===== config.mk =====
export PLATFORM = sky130hd
export DESIGN_NAME = rhs_stim_sequencer
export DESIGN_NICKNAME = d
export VERILOG_FILES = /design/src/rtl/rhs_stim_pkg.sv /design/src/rtl/rhs_tick_gen.sv /design/src/rtl/rhs_stim_sequencer.sv
export SDC_FILE = /design/constraint.sdc
export NUM_CORES = 1
export LEC_CHECK = 0
export CAP_MARGIN = 20
export CORE_UTILIZATION = 25
export CTS_CLUSTER_SIZE = 20
export DETAILED_ROUTE_END_ITERATION = 7
export PLACE_DENSITY_LB_ADDON = 0.08
export SLEW_MARGIN = 20
export SYNTH_ARGS = -nofsm -noshare
export SYNTH_HDL_FRONTEND = slang
export SYNTH_SLANG_ARGS = --single-unit

===== constraint.sdc =====
create_clock -name aclk -period 4.9 [get_ports aclk]
set_clock_uncertainty 0.1 [all_clocks]
set_input_delay 0.49 -clock aclk [delete_from_list [all_inputs] [get_ports aclk]]
set_output_delay 0.49 -clock aclk [all_outputs]
set_load 0.005 [all_outputs]

===== src/rtl/rhs_stim_pkg.sv =====
// Shared types and helpers for the RHS2116 biphasic stimulation sequencer:
// FSM state encoding, chip register addresses and the WRITE lane-word builder.
package rhs_stim_pkg;

  typedef enum logic [3:0] {
    ST_IDLE,
    ST_POL1,
    ST_ON,
    ST_PH1,
    ST_POL2,
    ST_PH2,
    ST_OFF,
    ST_REC_ON,
    ST_REC_WAIT,
    ST_REC_OFF,
    ST_GAP,
    ST_DONE
  } stim_state_e;

  localparam logic [7:0] REG_ON  = 8'h2A;
  localparam logic [7:0] REG_POL = 8'h2C;
  localparam logic [7:0] REG_REC = 8'h2E;

  // WRITE header: 2'b10, U=1 (latch on next update), M=0.
  localparam logic [3:0] CMD_HDR = 4'b1010;

  function automatic logic [31:0] lane_word(input logic [7:0] reg_addr,
                                            input logic [15:0] data);
    return {CMD_HDR, 4'b0000, reg_addr, data};
  endfunction

endpackage


===== src/rtl/rhs_tick_gen.sv =====
// 50 us tick prescaler with restart, plus a tick-count comparator that flags
// the last cycle of a window of 'target' ticks.
module rhs_tick_gen #(
  parameter int TICK_DIV = 2800,
  parameter int CNT_W    = 16
) (
  input  logic             aclk,
  input  logic             aresetn,
  input  logic             restart,
  input  logic             run,
  input  logic [CNT_W-1:0] target,
  output logic             expire
);

  localparam int PRE_W = (TICK_DIV > 1) ? $clog2(TICK_DIV) : 1;
  localparam logic [PRE_W-1:0] PRE_MAX = PRE_W'(TICK_DIV - 1);

  logic [PRE_W-1:0] pre_cnt;
  logic [CNT_W-1:0] tick_cnt;
  logic             tick;

  assign tick   = run && (pre_cnt == PRE_MAX);
  // Target is never 0 while running, so target-1 is the index of the final tick.
  assign expire = tick && (tick_cnt == target - CNT_W'(1));

  // NOTE: state registers use non-blocking assignments so every flop samples
  // pre-edge values regardless of process ordering.
  always_ff @(posedge aclk or negedge aresetn) begin
    if (!aresetn) begin
      pre_cnt  <= '0;
      tick_cnt <= '0;
    end else if (restart) begin
      pre_cnt  <= '0;
      tick_cnt <= '0;
    end else if (tick) begin
      pre_cnt  <= '0;
      tick_cnt <= tick_cnt + CNT_W'(1);
    end else if (run) begin
      pre_cnt  <= pre_cnt + PRE_W'(1);
    end
  end

endmodule


===== src/rtl/rhs_stim_sequencer.sv =====
// Biphasic stimulation sequencer for one or two RHS2116 chips; emits per-lane
// WRITE command words. Optional charge recovery: RHS_STIM_CHARGE_RECOVERY_EN.
module rhs_stim_sequencer
  import rhs_stim_pkg::*;
#(
  parameter int NUM_CH   = 32,
  parameter int TICK_DIV = 2800,
  parameter int PW_W     = 16,
  parameter int DLY_W    = 16,
  parameter int CNT_W    = 16
) (
  input  logic                     aclk,
  input  logic                     aresetn,
  input  logic                     start,
  input  logic                     abort,
  input  logic [NUM_CH-1:0]        cfg_pos_mask,
  input  logic [NUM_CH-1:0]        cfg_neg_mask,
  input  logic                     cfg_first_b,
  input  logic [PW_W-1:0]          cfg_pw,
  input  logic [DLY_W-1:0]         cfg_gap,
  input  logic [CNT_W-1:0]         cfg_npulse,
  input  logic                     cfg_infinite,
`ifdef RHS_STIM_CHARGE_RECOVERY_EN
  input  logic [DLY_W-1:0]         cfg_rec,
`endif
  output logic                     cmd_valid,
  input  logic                     cmd_ready,
  output logic [32*NUM_CH/16-1:0]  cmd_word,
  output logic                     busy,
  output logic                     stim_active,
  output logic                     done,
  output logic                     aborted,
  output logic                     err,
  output logic [CNT_W-1:0]         pulse_count
);

  localparam int NUM_LANE = NUM_CH / 16;
  localparam int TW       = (PW_W > DLY_W) ? PW_W : DLY_W;

  stim_state_e state, next_state;

  logic [NUM_CH-1:0] pos_q, neg_q;
  logic              first_b_q, inf_q, abort_q;
  logic [PW_W-1:0]   pw_q;
  logic [DLY_W-1:0]  gap_q;
  logic [CNT_W-1:0]  npulse_q;
`ifdef RHS_STIM_CHARGE_RECOVERY_EN
  logic [DLY_W-1:0]  rec_q;
  logic              last_q;
`endif

  logic              hs, abort_hit, mask_ok, last_now;
  logic              start_ok, start_bad, pulse_inc, abort_exit;
  logic              timed_run, expire;
  logic [TW-1:0]     timed_target;
  logic [PW_W-1:0]   pw_eff;
  logic [NUM_CH-1:0] on_data, pol_a, pol_b, lane_data;
  logic [7:0]        reg_sel;
  stim_state_e       resume_state;

  assign mask_ok = ((cfg_pos_mask & cfg_neg_mask) == '0) &&
                   ((cfg_pos_mask | cfg_neg_mask) != '0);

  assign cmd_valid   = (state == ST_POL1) || (state == ST_ON) || (state == ST_POL2) ||
                       (state == ST_OFF) || (state == ST_REC_ON) || (state == ST_REC_OFF);
  assign hs          = cmd_valid && cmd_ready;
  assign abort_hit   = abort || abort_q;
  assign busy        = (state != ST_IDLE);
  assign stim_active = (state == ST_PH1) || (state == ST_PH2);
  assign timed_run   = stim_active || (state == ST_GAP) || (state == ST_REC_WAIT);

  assign last_now     = !inf_q && (pulse_count == npulse_q);
  assign resume_state = (gap_q != '0) ? ST_GAP : ST_POL1;
  assign pw_eff       = (pw_q == '0) ? PW_W'(1) : pw_q;

  assign on_data = pos_q | neg_q;
  assign pol_a   = pos_q;
  assign pol_b   = ~pos_q & on_data;

  always_comb begin
    // NOTE: every signal driven here gets a default first, so no path infers a latch.
    timed_target = '0;
    case (state)
      ST_PH1, ST_PH2: timed_target = TW'(pw_eff);
      ST_GAP:         timed_target = TW'(gap_q);
`ifdef RHS_STIM_CHARGE_RECOVERY_EN
      ST_REC_WAIT:    timed_target = TW'(rec_q);
`endif
      default:        timed_target = '0;
    endcase
  end

  // Every timed window starts from the handshake that precedes it.
  rhs_tick_gen #(
    .TICK_DIV (TICK_DIV),
    .CNT_W    (TW)
  ) u_tick_gen (
    .aclk    (aclk),
    .aresetn (aresetn),
    .restart (hs),
    .run     (timed_run),
    .target  (timed_target),
    .expire  (expire)
  );

  always_comb begin
    reg_sel   = REG_ON;
    lane_data = '0;
    case (state)
      ST_POL1: begin
        reg_sel   = REG_POL;
        lane_data = first_b_q ? pol_b : pol_a;
      end
      ST_POL2: begin
        reg_sel   = REG_POL;
        lane_data = first_b_q ? pol_a : pol_b;
      end
      ST_ON:      lane_data = on_data;
      ST_REC_ON: begin
        reg_sel   = REG_REC;
        lane_data = on_data;
      end
      ST_REC_OFF: reg_sel = REG_REC;
      default: begin
        reg_sel   = REG_ON;
        lane_data = '0;
      end
    endcase
  end

  for (genvar k = 0; k < NUM_LANE; k++) begin : g_lane
    assign cmd_word[32*k +: 32] = cmd_valid ? lane_word(reg_sel, lane_data[16*k +: 16]) : 32'h0;
  end

  always_comb begin
    next_state = state;
    start_ok   = 1'b0;
    start_bad  = 1'b0;
    pulse_inc  = 1'b0;
    abort_exit = 1'b0;
    if (start && state != ST_IDLE) start_bad = 1'b1;
    case (state)
      ST_IDLE: if (start) begin
        if (mask_ok) begin
          start_ok   = 1'b1;
          next_state = ST_POL1;
        end else begin
          start_bad  = 1'b1;
        end
      end
      ST_POL1: if (hs) next_state = abort_hit ? ST_OFF : ST_ON;
      ST_ON:   if (hs) next_state = abort_hit ? ST_OFF : ST_PH1;
      ST_PH1:  if (abort) next_state = ST_OFF; else if (expire) next_state = ST_POL2;
      ST_POL2: if (hs) next_state = abort_hit ? ST_OFF : ST_PH2;
      ST_PH2:  if (abort || expire) next_state = ST_OFF;
      ST_OFF: if (hs) begin
        if (abort_hit) begin
          next_state = ST_IDLE;
          abort_exit = 1'b1;
        end else begin
          pulse_inc  = 1'b1;
`ifdef RHS_STIM_CHARGE_RECOVERY_EN
          if (rec_q != '0) next_state = ST_REC_ON;
          else             next_state = last_now ? ST_DONE : resume_state;
`else
          next_state = last_now ? ST_DONE : resume_state;
`endif
        end
      end
`ifdef RHS_STIM_CHARGE_RECOVERY_EN
      ST_REC_ON:   if (hs) next_state = abort_hit ? ST_REC_OFF : ST_REC_WAIT;
      ST_REC_WAIT: if (abort || expire) next_state = ST_REC_OFF;
      ST_REC_OFF: if (hs) begin
        if (abort_hit) begin
          next_state = ST_IDLE;
          abort_exit = 1'b1;
        end else begin
          next_state = last_q ? ST_DONE : resume_state;
        end
      end
`endif
      ST_GAP:  if (abort) next_state = ST_OFF; else if (expire) next_state = ST_POL1;
      ST_DONE: next_state = ST_IDLE;
      default: next_state = ST_IDLE;
    endcase
  end

  always_ff @(posedge aclk or negedge aresetn) begin
    if (!aresetn) begin
      state       <= ST_IDLE;
      pos_q       <= '0;
      neg_q       <= '0;
      first_b_q   <= 1'b0;
      inf_q       <= 1'b0;
      pw_q        <= '0;
      gap_q       <= '0;
      npulse_q    <= '0;
      abort_q     <= 1'b0;
      pulse_count <= '0;
      done        <= 1'b0;
      aborted     <= 1'b0;
      err         <= 1'b0;
`ifdef RHS_STIM_CHARGE_RECOVERY_EN
      rec_q       <= '0;
      last_q      <= 1'b0;
`endif
    end else begin
      state <= next_state;
      if (start_ok) begin
        pos_q       <= cfg_pos_mask;
        neg_q       <= cfg_neg_mask;
        first_b_q   <= cfg_first_b;
        inf_q       <= cfg_infinite;
        pw_q        <= cfg_pw;
        gap_q       <= cfg_gap;
        npulse_q    <= cfg_npulse;
`ifdef RHS_STIM_CHARGE_RECOVERY_EN
        rec_q       <= cfg_rec;
`endif
        abort_q     <= 1'b0;
        pulse_count <= '0;
        done        <= 1'b0;
        aborted     <= 1'b0;
        err         <= 1'b0;
      end else begin
        if (start_bad) err <= 1'b1;
        if (abort && state != ST_IDLE) abort_q <= 1'b1;
        // Returning to IDLE retires any abort request, including one that lands in DONE.
        if (next_state == ST_IDLE) abort_q <= 1'b0;
        if (pulse_inc) pulse_count <= pulse_count + CNT_W'(1);
        if (state == ST_DONE) done <= 1'b1;
        if (abort_exit) aborted <= 1'b1;
      end
`ifdef RHS_STIM_CHARGE_RECOVERY_EN
      if (state == ST_OFF && hs) last_q <= last_now;
`endif
    end
  end

endmodule


Yosys cells after proc, flatten, opt, wreduce, memory -nomap -nowiden
Index checks and enable logic that the tools add are counted.

word-level totals
  register bits after elaboration = 166
  word-level logic and storage cells = 129
  output and inout port bits = 86

cells by class
  muxes and demuxes = 55
  eq/ne operators = 14
  reductions and logical operators = 36
  add/subtract/negate cells = 4
  bitwise logic cells = 5

operators with widths
  kind                                                  number
  2-to-1 mux 32 bit                                     4
  case mux 32 bit (3 select lines)                      1
  2-to-1 mux 16 bit                                     5
  AND 32 bit                                            2
  bitwise OR 32 bit                                     2
  2-to-1 mux 4 bit                                      14
  2-to-1 mux 12 bit                                     3
  adder 16 x 1 -> 16 bit (second input constant)        2
  equality test 16 bit                                  2
  logical NOT 32 bit                                    1
  NOT 32 bit                                            1
  case mux 16 bit (2 select lines)                      1
  case mux 4 bit (8 select lines)                       1
  nonzero test 32 bit                                   1
  2-to-1 mux 1 bit                                      22
  equality test 4 x 3 -> 1 bit (second input constant)  4
  equality test 4 bit (second input constant)           4
  logical NOT 16 bit                                    1
  nonzero test 16 bit                                   1
  subtractor 16 x 1 -> 16 bit (second input constant)   1
  adder 12 x 1 -> 12 bit (second input constant)        1
  equality test 12 bit (second input constant)          1
  logical OR 1 bit                                      10
  nonzero test 2 bit                                    5
  11 further kinds                                      24

Longest topological paths before layout
Gate-level depths: netlist of the first run.

  depth after elaboration = 12
  depth in mapped cells = 18
  gate-level depth less buffers = 16

Modules after synthesis
Synthesis of the first run repeated with hierarchy kept, for this count alone.

second synthesis, totals
  cell total of the unflattened synthesis = 862
  area, all modules = 9095.0 µm²

modules (own cells, without submodules)
  module              area each (µm²)  instances  cells each  sequential area each (µm²)
  rhs_stim_sequencer  7186.9           1          640         3453.3
  rhs_tick_gen        1908.1           1          222         700.7

Worst setup path before layout of the first run
OpenSTA, ideal clock, no wires.

  path kind = flip-flop to flip-flop
  start = register pw_q[8]
  end = register abort_q
  setup slack = 0.925 ns
  arrival time = 3.756 ns
  setup time = 0.119 ns
  stages on the path, launching flop included = 16
  path through = dfrtp_1 > or4_4 > nor4_4 > nand4_1 > and2_1 > ha_1 > xor2_1 > xnor2_1 > a2111o_1 > a2111oi_0 > nor4b_2 > nand4_1 > mux2i_1 > o21ai_1 > or2_1 > o21a_1

on the way
  longest elaborated chain between the ends = 12
  elaborated cells on any way between the ends = 17
  classes of those cells = add/sub (1); eq/ne (1); mux (10); reduce/logical (5)

RTL lines
  what                                        RTL line                                                                         RTL
  from (decl)                                 rhs_stim_sequencer.sv:44                                                         logic [PW_W-1:0] pw_q;
  from (signal assigned)                      rhs_stim_sequencer.sv:214                                                        pw_q <= cfg_pw;
  logical NOT 16 bit                          rhs_stim_sequencer.sv:74                                                         assign pw_eff = (pw_q == '0) ? PW_W'(1) : pw_q;
  2-to-1 mux 16 bit *                         rhs_stim_sequencer.sv:74
  case mux 16 bit (2 select lines) *          rhs_stim_sequencer.sv:83                                                         case (state)
  subtractor 16 x 1 -> 16 bit *               rhs_tick_gen.sv:24                                                               assign expire = tick && (tick_cnt == target - CNT_W'(1));
  equality test 16 bit *                      rhs_tick_gen.sv:24
  logical AND 1 bit *                         rhs_tick_gen.sv:24
  2-to-1 mux 4 bit (tied with other cells)    rhs_stim_sequencer.sv:182                                                        ST_GAP: if (abort) next_state = ST_OFF; else if (expire) next_state = ST_POL1;
  2-to-1 mux 4 bit, on equally long branches  rhs_stim_sequencer.sv:182, rhs_stim_sequencer.sv:153, rhs_stim_sequencer.sv:155
  case mux 4 bit (8 select lines) *           rhs_stim_sequencer.sv:142                                                        case (state)
  via next_state[0]                           rhs_stim_sequencer.sv:40                                                         stim_state_e state, next_state;
  logical NOT 4 bit *                         rhs_stim_sequencer.sv:229                                                        if (next_state == ST_IDLE) abort_q <= 1'b0;
  2-to-1 mux 1 bit                            rhs_stim_sequencer.sv:229
  2-to-1 mux 1 bit                            rhs_stim_sequencer.sv:209                                                        if (start_ok) begin
  to (signal assigned)                        rhs_stim_sequencer.sv:220                                                        abort_q <= 1'b0;
  to (signal assigned)                        rhs_stim_sequencer.sv:227                                                        if (abort && state != ST_IDLE) abort_q <= 1'b1;
  to (signal assigned)                        rhs_stim_sequencer.sv:229
  to (decl)                                   rhs_stim_sequencer.sv:43                                                         logic first_b_q, inf_q, abort_q;

Mark *: on every way through the listed nets, which the timed path passes. The rest lies on a longest branch.
A chain may end at the register's enable or synchronous reset.

Worst setup path in the final report of the first run
Same ends and word-level chain as after synthesis.

==> results.yml, run 1 <==
critical_path:
  worstPathRequired_ps: 5120
  critPathMaxFanout: 5
  worst_setup_path_start_kind: "flop"
  worst_setup_path_end_kind: "flop"
  worstPathArrival_ps: 4500
  criticalPathCategory: "reg -> reg"
sta:
  rsz0062_at_grt: "false"
  max_freq_ghz: 0.234
  setup_tns_ps: 0
  fin_ws_ps: 624
  hold_slack_ps: 57.4
  finalHoldViolations: 0
  maxSlewViolCount: 0
  slew_headroom: 0.378
  min_period_over_period: 0.873
  worst_pin_slew_ps: 933
  period_needed_ps: 4280
  finalSetupViolCount: 0
layout:
  drive_gt1_frac: 0.167
  final_util: 0.330
  antenna_cells: 0
  nNetsFinal: 1184
  area_delta_synth_final_pct: 30.2
power:
  total_power_mw: 4.20
  power_density_mw_per_mm2: 347
  power.leakage_nw: 5.23
  max-vdd-ir-drop_mv: 0.251
cts:
  htree_levels: 4
  cts-root-buf: "clkbuf_16"
  hold_buffers: 0
  cts_tree: "done"
  cts.sinks: 166
  postCtsSetupBuffers: 0
  clock_latency_ps: 440
  path_clk_slew_ps: 60
  ctsLongestPathBuffers: 2
  cts_buffers: 17
  cts-resized-gates: 0
drt:
  first_pass_iters: 4
  vias: 7436
  viasPerCell: 4.82
  drcViolationCount: 0
  drtIter0Drc: 468
  ant_nets: 0
  wirelength_um: 30400
  wl_per_cell_um: 19.7
placement:
  port_buffers: 184
  gp_congestion: 0.825
  preCtsSetupSlack_ps: 578
  dpl.hpwl_um: 22100
logic_synthesis:
  yosysMostFrequentCell: "dfrtp_1"
  synth_area_leaders: "dfrtp_1 45%, mux2_2 14%, xor2_1 4.1%"
  netlist_area_mm2: 0.00929
  ys_warn_count: 0
  avgSynthCellArea_um2: 10.3
  synth_edf_count: 0
  yosysSeqAreaShare: 0.447
  async_flop_share: 1.00
  ys_ff_latch: 166
  yosysTopAreaCell: "dfrtp_1"
  syn_inst: 898
  ys_top_cells_by_count: "166 x dfrtp_1, 113 x mux2_2, 100 x nand2_1"
  ys_types: 79
  yosys_most_used_dff: "dfrtp_1"
  yosys.area.top_type_share: 0.447
global_route:
  grt_max_degree: 91
  antenna_found_initial: 2
  overflow: 0
  grt_first_pass_wirelength_um: 47300
  grt_pass1_vias: 7815
  grt_util_all_layers: 0.164
die:
  die_area_mm2: 0.0379
  core-area_mm2: 0.0366
  die_h_um: 195
  start_util: 0.254
  io_pins: 205
  num_rows: 70
  die-width_um: 195
min_path:
  worstHoldPathType: "in -> async"
status:
  status: "finished clean"
job:
  drv_cap: 0
## metrics by stage
stage               cell area, um2  instances
CTS                          12100       1542
global route                 12100       1542
floorplan                     9360        917
finish                       12100       1542
global placement             11500       1510
detailed placement           11500       1510
## kinds of logic after synthesis
logic type	Yosys count	synth area share
flops	166	0.447
buf+inv	78	0.0486
fa+ha+maj	5	0.00646
mux	115	0.139
other cells	1	0.000404
compound gates	142	0.109
simple gates	321	0.180
xor+xnor	70	0.0695
## worst max-delay path, cell delays in order (launching register included)
cell and delay (ps):
dfrtp_1 440, or4_4 590, nor4_4 230, nand4_1 180, and2_1 200, ha_1 200
xor2_1 250, xnor2_1 100, a2111o_1 370, a2111oi_0 420, nor4b_2 260, nand4_1 140
mux2i_1 200, o21ai_1 100, or2_1 220, o21a_1 160
## cell type report
cell class                 instances  area, um2
clock buffer                      23        478
tap                              468        586
timing repair buffer             197       1970
inverter                           6       22.5
sequential                       166       4150
fill                            3779      24500
multi-input combinational        673       4800
clock inverter                     9       90.1
## placed cells by master (no fill, tap or decap), types with 5 or more instances in the layout
cell             Yosys  routed
clkdlybuf4s50_1      0     183
dfrtp_1            166     166
mux2_2             113     113
nand2_1            100     100
nor2_1              62      62
o21ai_0             47      47
xor2_1              44      44
nor4_1              25      24
xnor2_1             24      24
nand3_1             24      24
nand4_1             22      22
conb_1               1      20
nor3_1              19      19
a21oi_1             17      17
clkbuf_16            0      17
buf_4               31      11
a32oi_1              9       9
a22oi_1              8       8
or3_1                8       8
or4_1                7       7
and3_1               7       7
and2_1               6       6
nand2b_1             6       6
a22o_1               6       6
a221oi_1             6       6
a211oi_1             5       5
nor2b_1              5       5
## final timing paths
check                         from  depth (start not counted)  slack [ps]           to
hold / removal             aresetn                          1          60     gap_q[8]
setup / recovery           pw_q[8]                         15         620      abort_q
max in group asynchronous  aresetn                          2        3640  npulse_q[8]
setup reg to reg           pw_q[8]                         15         620      abort_q
min in group aclk             done                          2         400         done
hold reg to reg               done                          2         400         done
## power breakdown
part           leakage (nW)  switching (mW)  internal (mW)
Sequential             2.29          0.0744           1.41
Clock                 0.275           0.596          0.745
Combinational          2.66           0.814          0.566
Total                  5.23            1.48           2.72
## per-layer routing
layer	vias to the layer above	share of wire	global-route usage
met1	3690	0.45	0.210
met3	30	0.048	0.0448
met2	166	0.48	0.272
li1	3546	-	-
met5	-	0.00072	0
met4	4	0.016	0.0449
## sequential cells by signal, indices dropped and copies added (netlist names)
register	count
done	1
inf_q	1
pw_q	16
u_tick_gen.pre_cnt	12
gap_q	16
aborted	1
abort_q	1
pol_a	32
npulse_q	16
pulse_count	16
state	4
neg_q	32
err	1
first_b_q	1
u_tick_gen.tick_cnt	16
Power figures use the tool's default switching activity.
==> run 2, diff against run 1 <==
- PLACE_DENSITY_LB_ADDON: 0.08 -> 0.15
==> results.yml, run 2 (synthesis gave the netlist of run 1 again) <==
status:
  status: "finished clean"
power:
  power_frac_clock: 0.331
  p_sw_mw: 1.47
  power_density_mw_per_mm2: 352
  pwr-share-comb: 0.327
  power.leakage_nw: 5.26
  max-vdd-ir-drop_mv: 0.289
  pwr-share-seq: 0.342
  p_int_mw: 2.81
  p_sw_frac: 0.343
placement:
  gp_congestion: 0.835
  port_buffers: 184
  dpl.hpwl_um: 21400
drt:
  routed.top_layer: "met4"
  drtIter0Drc: 252
  ant_nets: 0
  first_pass_iters: 5
  wl_met2_um: 13600
  drcViolationCount: 0
  vias: 7396
  wirelength_um: 28700
  wl_per_cell_um: 18.6
  route.met3.wl_um: 1650
  viasPerCell: 4.79
  drt-met1-wl_um: 13200
global_route:
  grt_pass1_vias: 7568
  overflow: 0
  antenna_found_initial: 0
  grt_util_all_layers: 0.154
  grt_max_degree: 105
  grt_first_pass_wirelength_um: 45200
layout:
  nFillCells: 3781
  drive_gt1_frac: 0.169
  layout_common_cells: "183 x clkdlybuf4s50_1, 166 x dfrtp_1, 113 x mux2_2"
  antenna_cells: 0
  nNetsFinal: 1187
  final_util: 0.332
  final_common_cell: "clkdlybuf4s50_1"
  area_delta_synth_final_pct: 30.9
cts:
  cts_buffers: 17
  htree_levels: 4
  cts_tree: "done"
  ctsLongestPathBuffers: 2
  cts-resized-gates: 0
  clock_latency_ps: 430
  path_clk_slew_ps: 70
  cts.sinks: 166
  hold_buffers: 0
  cts-root-buf: "clkbuf_16"
  postCtsSetupBuffers: 0
critical_path:
  critPathMaxFanout: 5
  cpMaxStageDelayCell: "or4_4"
  worstPathArrival_ps: 4540
  r2r-end: "abort_q"
  critPathMostFrequentCell: "nand4_1"
  worst_setup_path_end_kind: "flop"
  worstPathRequired_ps: 5120
  worst_setup_path_start_kind: "flop"
  timing.rr.start: "pw_q[8]"
  reg2reg_slack_ps: 580
  criticalPathCategory: "reg -> reg"
  slowest_delay_ps: 590
  reg2reg_depth: 15
  crit_chain: "or4_4 > nor4_4 > nand4_1 > and2_1 > ha_1 > xor2_1 > xnor2_1 > a2111o_1 > a2111oi_0 > nor4b_2 > nand4_1 > mux2i_1 > o21ai_1 > or2_1 > o21a_1"
die:
  core-area_mm2: 0.0366
  num_rows: 70
  start_util: 0.254
  die_area_mm2: 0.0379
  io_pins: 205
  die_h_um: 195
  die-width_um: 195
job:
  drv_cap: 0
sta:
  finalHoldViolations: 0
  slew_headroom: 0.381
  setup_tns_ps: 0
  finalSetupViolCount: 0
  maxSlewViolCount: 0
  period_needed_ps: 4320
  hold_slack_ps: 48.1
  worst_pin_slew_ps: 928
  rsz0062_at_grt: "false"
  min_period_over_period: 0.882
  max_freq_ghz: 0.231
min_path:
  worstHoldPathType: "in -> async"
==> run 2: cell count changes in the layout (fill, tap and decap cells not counted) <==
cell / before / now
clkinv_2: 2 / 1
buf_6: 1 / 0
bufinv_16: 1 / 3
inv_6: 3 / 2
buf_4: 11 / 14
clkinv_4: 1 / 2
==> run 2: how the worst max path moves through the flow <==
stage               startpoint  endpoint
global route           pw_q[8]   abort_q
detailed placement     pw_q[8]   abort_q
global placement       pw_q[8]   abort_q
floorplan              pw_q[8]   abort_q
CTS                    pw_q[8]   abort_q
finish                 pw_q[8]   abort_q
==> run 2: power groups by stage <==
stage	Sequential (mW)	Combinational (mW)	Clock, mW
after CTS	1.47	1.42	1.46
final	1.47	1.40	1.42
after floorplan	1.47	0.845	0
after global routing	1.47	1.52	1.51
after global placement	1.49	1.42	0
after detailed placement	1.49	1.41	0
==> run 2: stage by stage <==
step | setup WS, ps | power [mW] | instances | cell area, um2
2_1_floorplan | 925 | 2.31 | 917 | 9360
5_1_grt | 364 | 4.50 | 1545 | 12200
3_3_place_gp | 665 | 2.91 | 1513 | 11500
3_5_place_dp | 613 | 2.91 | 1513 | 11500
4_1_cts | 597 | 4.35 | 1545 | 12200
6_report | 580 | 4.28 | 1545 | 12200
==> run 2: final cells by class <==
class / instances / area (um2) / area share
flip-flops and latches: 166 / 4150 / 0.342
inverters: 6 / 22.5 / 0.00185
well taps: 468 / 586 / 0.0482
repair buffers: 200 / 1990 / 0.164
multi-input cells: 673 / 4800 / 0.395
clock inverters: 10 / 145 / 0.0119
clock buffers: 22 / 464 / 0.0382
==> run 2: worst max-delay path, delay by kind of cell (launching register included) <==
| kind | cells | cell delay [ps] |
|---|---|---|
| muxes | 1 | 210 |
| AOI/OAI and AO/OA | 4 | 980 |
| DFF | 1 | 430 |
| adders and majority gates | 1 | 210 |
| xor gates and xnor gates | 2 | 380 |
| and+or+nand+nor | 7 | 1920 |
==> run 2: routing by layer <==
| metal | GRT usage | up-vias |
|---|---|---|
| li1 | - | 3549 |
| met4 | 0.0388 | 0 |
| met2 | 0.246 | 169 |
| met5 | 0 | - |
| met3 | 0.0456 | 21 |
| met1 | 0.202 | 3657 |
